### config.mk
export PLATFORM = sky130hd
export DESIGN_NAME = grid_merge_engine
export DESIGN_NICKNAME = d
export VERILOG_FILES = /design/src/rtl/grid_merge_engine.sv
export SDC_FILE = /design/constraint.sdc
export NUM_CORES = 1
export LEC_CHECK = 0
export BUFFER_PORTS_ARGS = -buffer_cell sky130_fd_sc_hd__clkbuf_2
export CAP_MARGIN = 20
export CORE_ASPECT_RATIO = 2
export CORE_UTILIZATION = 60
export CTS_BUF_LIST = sky130_fd_sc_hd__clkbuf_4 sky130_fd_sc_hd__clkbuf_8
export DETAILED_ROUTE_END_ITERATION = 12
export HOLD_SLACK_MARGIN = 0.08
export PLACE_DENSITY = 0.89
export SYNTH_ARGS = -nofsm -noshare
export SYNTH_HDL_FRONTEND = slang
export SYNTH_SLANG_ARGS = --single-unit
### constraint.sdc
create_clock -name clk -period 8.5 [get_ports clk]
set_clock_uncertainty 0.1 [all_clocks]
set_input_delay 0.85 -clock clk [delete_from_list [all_inputs] [get_ports clk]]
set_output_delay 0.85 -clock clk [all_outputs]
set_load 0.05 [all_outputs]
### src/rtl/grid_merge_engine.sv
// grid_merge_engine: cursor-driven grid of cell values. Two cells are picked
// with btn_ok; the first becomes (a+b) mod MOD and the second is cleared.
//
// Ports:
//   clk, rst                  clock, synchronous active-high reset
//   btn_up/down/left/right    one-cycle cursor moves (priority up>down>left>right)
//   btn_ok                    select / confirm / cancel pulse
//   mode                      (GRID_MERGE_SUB_EN only) 1 = subtract, 0 = add
//   load, load_data           load strobe and new grid contents
//   cells                     current grid, cell k at [k*DW +: DW]
//   cursor                    cursor cell index (row*COLS+col)
//   sel_valid, sel_idx        first operand held and its index
//   busy                      high while the write-back cycle is pending
//   merge_done, merge_count   completion pulse and saturating merge counter
//
// Optional feature: define GRID_MERGE_SUB_EN to add the mode port and
// the (a+MOD-b) mod MOD operation.
module grid_merge_engine #(
  parameter int unsigned ROWS = 2,
  parameter int unsigned COLS = 5,
  parameter int unsigned DW   = 4,
  parameter int unsigned MOD  = 10
) (
  input  logic                      clk,
  input  logic                      rst,
  input  logic                      btn_up,
  input  logic                      btn_down,
  input  logic                      btn_left,
  input  logic                      btn_right,
  input  logic                      btn_ok,
`ifdef GRID_MERGE_SUB_EN
  input  logic                      mode,
`endif
  input  logic                      load,
  input  logic [ROWS*COLS*DW-1:0]   load_data,
  output logic [ROWS*COLS*DW-1:0]   cells,
  output logic [7:0]                cursor,
  output logic                      sel_valid,
  output logic [7:0]                sel_idx,
  output logic                      busy,
  output logic                      merge_done,
  output logic [15:0]               merge_count
);

  localparam int unsigned N     = ROWS * COLS;
  localparam logic [DW:0] MOD_W = (DW+1)'(MOD);

  typedef enum logic [1:0] {IDLE, SEL, WRITE} state_t;

  state_t      state;
  logic [7:0]  b_idx;
  logic        sub_q;
  logic [7:0]  move_cursor;
  int unsigned cur_i;
  int unsigned cur_row;
  int unsigned cur_col;
  logic [DW-1:0] a_val;
  logic [DW-1:0] b_val;
  logic [DW:0]   wide;
  logic [DW-1:0] result;

  assign cur_i   = 32'(cursor);
  assign cur_row = cur_i / COLS;
  assign cur_col = cur_i % COLS;

  // Cursor after this cycle's move; vertical moves wrap within the column,
  // horizontal moves wrap over the linear index.
  always_comb begin
    move_cursor = cursor;
    if (btn_up)
      move_cursor = (cur_row == 0) ? 8'(cur_i + (ROWS-1)*COLS) : 8'(cur_i - COLS);
    else if (btn_down)
      move_cursor = (cur_row == ROWS-1) ? 8'(cur_col) : 8'(cur_i + COLS);
    else if (btn_left)
      move_cursor = (cur_i == 0) ? 8'(N-1) : 8'(cur_i - 1);
    else if (btn_right)
      move_cursor = (cur_i == N-1) ? 8'd0 : 8'(cur_i + 1);
  end

  assign a_val = cells[32'(sel_idx)*DW +: DW];
  assign b_val = cells[32'(b_idx)*DW +: DW];

  // Merge result at DW+1 bits; loaded operands may be >= MOD, so a full modulo is used.
  always_comb begin
    wide = {1'b0, a_val} + {1'b0, b_val};
    if (sub_q)
      wide = {1'b0, a_val} + MOD_W - {1'b0, b_val};
    result = DW'(wide % MOD_W);
  end

  // Control FSM and all registered outputs.
  always_ff @(posedge clk) begin
    if (rst) begin
      state       <= IDLE;
      cells       <= '0;
      cursor      <= '0;
      sel_idx     <= '0;
      sel_valid   <= 1'b0;
      b_idx       <= '0;
      sub_q       <= 1'b0;
      busy        <= 1'b0;
      merge_done  <= 1'b0;
      merge_count <= '0;
    end else if (load) begin
      state      <= IDLE;
      cells      <= load_data;
      cursor     <= '0;
      sel_valid  <= 1'b0;
      busy       <= 1'b0;
      merge_done <= 1'b0;
    end else begin
      merge_done <= 1'b0;
      case (state)
        IDLE: begin
          cursor <= move_cursor;
          if (btn_ok) begin
            sel_idx   <= cursor;
            sel_valid <= 1'b1;
            state     <= SEL;
          end
        end
        SEL: begin
          cursor <= move_cursor;
          if (btn_ok) begin
            if (cursor == sel_idx) begin
              sel_valid <= 1'b0;
              state     <= IDLE;
            end else begin
              b_idx <= cursor;
`ifdef GRID_MERGE_SUB_EN
              sub_q <= mode;
`else
              sub_q <= 1'b0;
`endif
              busy  <= 1'b1;
              state <= WRITE;
            end
          end
        end
        WRITE: begin
          cells[32'(sel_idx)*DW +: DW] <= result;
          cells[32'(b_idx)*DW +: DW]   <= '0;
          sel_valid  <= 1'b0;
          busy       <= 1'b0;
          merge_done <= 1'b1;
          if (merge_count != 16'hFFFF)
            merge_count <= merge_count + 16'd1;
          state <= IDLE;
        end
        default: state <= IDLE;
      endcase
    end
  end

endmodule

==> results.toml <==
[status]
status = "complete, no violations"

[die]
die-area_mm2 = 0.0128
core_area_mm2 = 0.0121
initial_core_util_pct = 61.4
die_h_um = 159
die_x_um = 80.5
io_pins = 123
rows = 57

[drt]
firstDrtPassIters = 5
via_count = 7870
top_layer_used = "met4"
wl_met1_um = 7860
routed-wl-met3_um = 1550
wire_per_inst_um = 20.4
drtAntennaViolNets = 0
route.met2.wl_um = 12600
via_per_inst = 6.64
dr.first_iter.drc_count = 468
postRouteWirelength_um = 24200
drc = 0

[finish]
multiInputGateArea_mm2 = 0.00529
areaGrowthSynthToFinish_pct = 10.4
antenna_cells = 0
seq_area_mm2 = 0.00170
drive_gt1_share_pct = 19.5
stdcell_area_mm2 = 0.00818
fin_nets = 1108
fillCellCount = 1018
final_core_util_pct = 67.8

[critical_path]
worst_ep_required_time_ns = 8.69
crit_path_max_incr_delay_ns = 0.88
crit_buf_inv = 0
cp_slowest_cell = "dfxtp_1"
start_kind = "flop"
critPathKind = "flop to flop"
cp-startpoint = "cursor[7]$_SDFFE_PP0P_"
cp_top_family = "compound AO/OA/AOI/OAI gates"
cp_max_fo = 24
endpoint_kind = "flop"
r2r_start = "cursor[7]$_SDFFE_PP0P_"
arrival_ns = 6.66
crit_top_cell = "ha_1"
crit_chain = "ha_1 -> nand4bb_1 -> a31oi_1 -> o32ai_2 -> o32ai_4 -> nand3_4 -> xnor2_1 -> ha_1 -> a311o_1 -> a211o_2 -> nor2_1 -> xnor2_1 -> ha_1 -> a21oi_1 -> o31ai_2 -> nand2_1 -> a311o_1 -> a221oi_2"

[clocking]
clk_latency_ns = 0.38
clockBufferDepth = 2
cts_hold_buf = 0
root_buffer = "clkbuf_8"
cts_resized = 0
numCtsBuffers = 9
cts.sinks = 85
cts_tree = "yes"
htreeDepth = 3
cts_setup_buffers = 0
clk_pin_slew_ns = 0.09

[placed_design]
dpl_cell_area_mm2 = 0.00799
hpwlAfterDp_um = 18300
portBuffers = 122
place_congestion = 0.985

[pwr]
p_leak_nw = 3.38
power_mw = 1.67
ir_worst_vdd_v = 0.000153
power_density_mw_per_mm2 = 204

[sta]
holdWs_ns = 0.404
relSlewSlack_pct = 40.1
worst_slew_pin_slew_ns = 0.894
fmax_mhz = 155
fin_crit_ns = 6.46
finalSetupTns_ns = 0
final-max-slew-violation-count = 0
rsz0062_at_grt = "no"
period_share_pct = 76.1
setup_viol = 0
hold_violations = 0

[yosys]
async_reset_ff_share_pct = 0
yosysWarnings = 0
ys.flop_type = "dfxtp_1"
netlist_top_cells_area = "dfxtp_1, nor2_1, ha_1"
synth_nets = 1032
synth_edf_count = 0
yosysMostFrequentCell = "nor2_1"
yosysUniqueCellTypes = 97
ys_seq_area_share_pct = 23.0
synthTopCellsByCount = "nor2_1, dfxtp_1, nand2_1, a21oi_1, clkbuf_1"
syn_avg_cell_area_um2 = 7.73
synth.cell_area_mm2 = 0.00740
yosys.area.top_type_share_pct = 23.0
synth_top_area_cell = "dfxtp_1"
synth_seq_cells = 85
synth_cells = 957

[global_routing]
grt_overflow = 0
track_usage_pct = 38.3
grt_pass1_wl_um = 38000
first_global_vias = 7763
antenna_found_initial = 0
grt_max_degree = 75

[hold_path]
hp-class = "flop to flop"
min_from = "busy$_SDFFE_PP0P_"

[job]
drv_cap = 0
## registers in the layout, summed over array words and instances, names as in the netlist
name and flops:
cells 40, merge_count 16, b_idx 8, cursor 8, sel_idx 8, state 2, busy 1, merge_done 1
sel_valid 1
## stage by stage
stage,cells,setup slack (ns)
floorplan,957,2.75
global placement,1169,2.38
detailed placement,1169,2.18
CTS,1185,2.14
global route,1185,1.74
finish,1185,2.04
## worst paths after layout
| path | endpoint | slack, ns | cells after the start |
|---|---|---|---|
| hold reg to reg | busy$_SDFFE_PP0P_ | 0.40 | 2 |
| setup / recovery | cursor[1]$_SDFFE_PP0P_ | 2.04 | 18 |
| hold / removal | busy$_SDFFE_PP0P_ | 0.40 | 2 |
| setup reg to reg | cursor[1]$_SDFFE_PP0P_ | 2.04 | 18 |
## worst register-to-register path, cell delays in order, from the launching register on
cell and delay (ns):
dfxtp_1 0.88, ha_1 0.48, nand4bb_1 0.26, a31oi_1 0.51, o32ai_2 0.29, o32ai_4 0.31
nand3_4 0.17, xnor2_1 0.25, ha_1 0.27, a311o_1 0.32, a211o_2 0.36, nor2_1 0.24
xnor2_1 0.21, ha_1 0.23, a21oi_1 0.10, o31ai_2 0.69, nand2_1 0.12, a311o_1 0.38
a221oi_2 0.22
## where the power goes
group          switching, mW  internal (mW)  leakage (nW)
clock network          0.168          0.125        0.0967
logic                  0.590          0.333          2.59
registers             0.0332          0.418         0.695
total                  0.791          0.876          3.38
## cell usage in the layout (no fill, tap or decap), types with 4 or more instances in the layout
| master | n |
|---|---|
| a2111oi_0 | 4 |
| xor2_1 | 22 |
| mux4_2 | 12 |
| a21o_1 | 10 |
| o31ai_1 | 5 |
| o21ai_0 | 31 |
| clkbuf_8 | 11 |
| nand2b_1 | 8 |
| and2_1 | 13 |
| or2_2 | 6 |
| a32oi_1 | 4 |
| or3_1 | 8 |
| a31oi_1 | 12 |
| o22a_1 | 8 |
| a221oi_1 | 13 |
| a22oi_1 | 24 |
| nand3b_1 | 6 |
| nor3_1 | 27 |
| a21oi_1 | 55 |
| nor2_1 | 148 |
| inv_1 | 32 |
| clkbuf_2 | 122 |
| nand4_1 | 8 |
| o22ai_1 | 5 |
| nand2_1 | 66 |
| nor2b_1 | 27 |
| nor4_1 | 6 |
| xnor2_1 | 30 |
| buf_4 | 10 |
| ha_1 | 26 |
| mux2i_1 | 30 |
| and3_1 | 8 |
| nand3_1 | 22 |
| dfxtp_1 | 85 |
| a211oi_1 | 39 |
| nor3b_1 | 5 |
## area by class of cell
class | instances | share of cell area, %
multi-input combinational | 771 | 64.7
timing repair buffer | 132 | 8.39
inverter | 34 | 1.56
sequential | 85 | 20.8
clock buffer | 11 | 1.85
tap | 147 | 2.25
clock inverter | 5 | 0.474
## metal layers
metal	vias to the layer above	track usage (%)
li1	3645	-
met1	3638	36.3
met2	427	68.4
met3	160	6.07
met4	0	32.9
met5	-	0
## logic make-up after synthesis
| family | synth area share, % |
|---|---|
| AND/OR/NAND/NOR | 25.7 |
| XOR/XNOR | 6.37 |
| multiplexers | 7.71 |
| flip-flops | 23.0 |
| buffers and inverters | 5.60 |
| adder cells (fa/ha/maj) | 4.80 |
| AO/OA/AOI/OAI | 26.8 |
No activity file was read; power rests on OpenSTA's default activity.
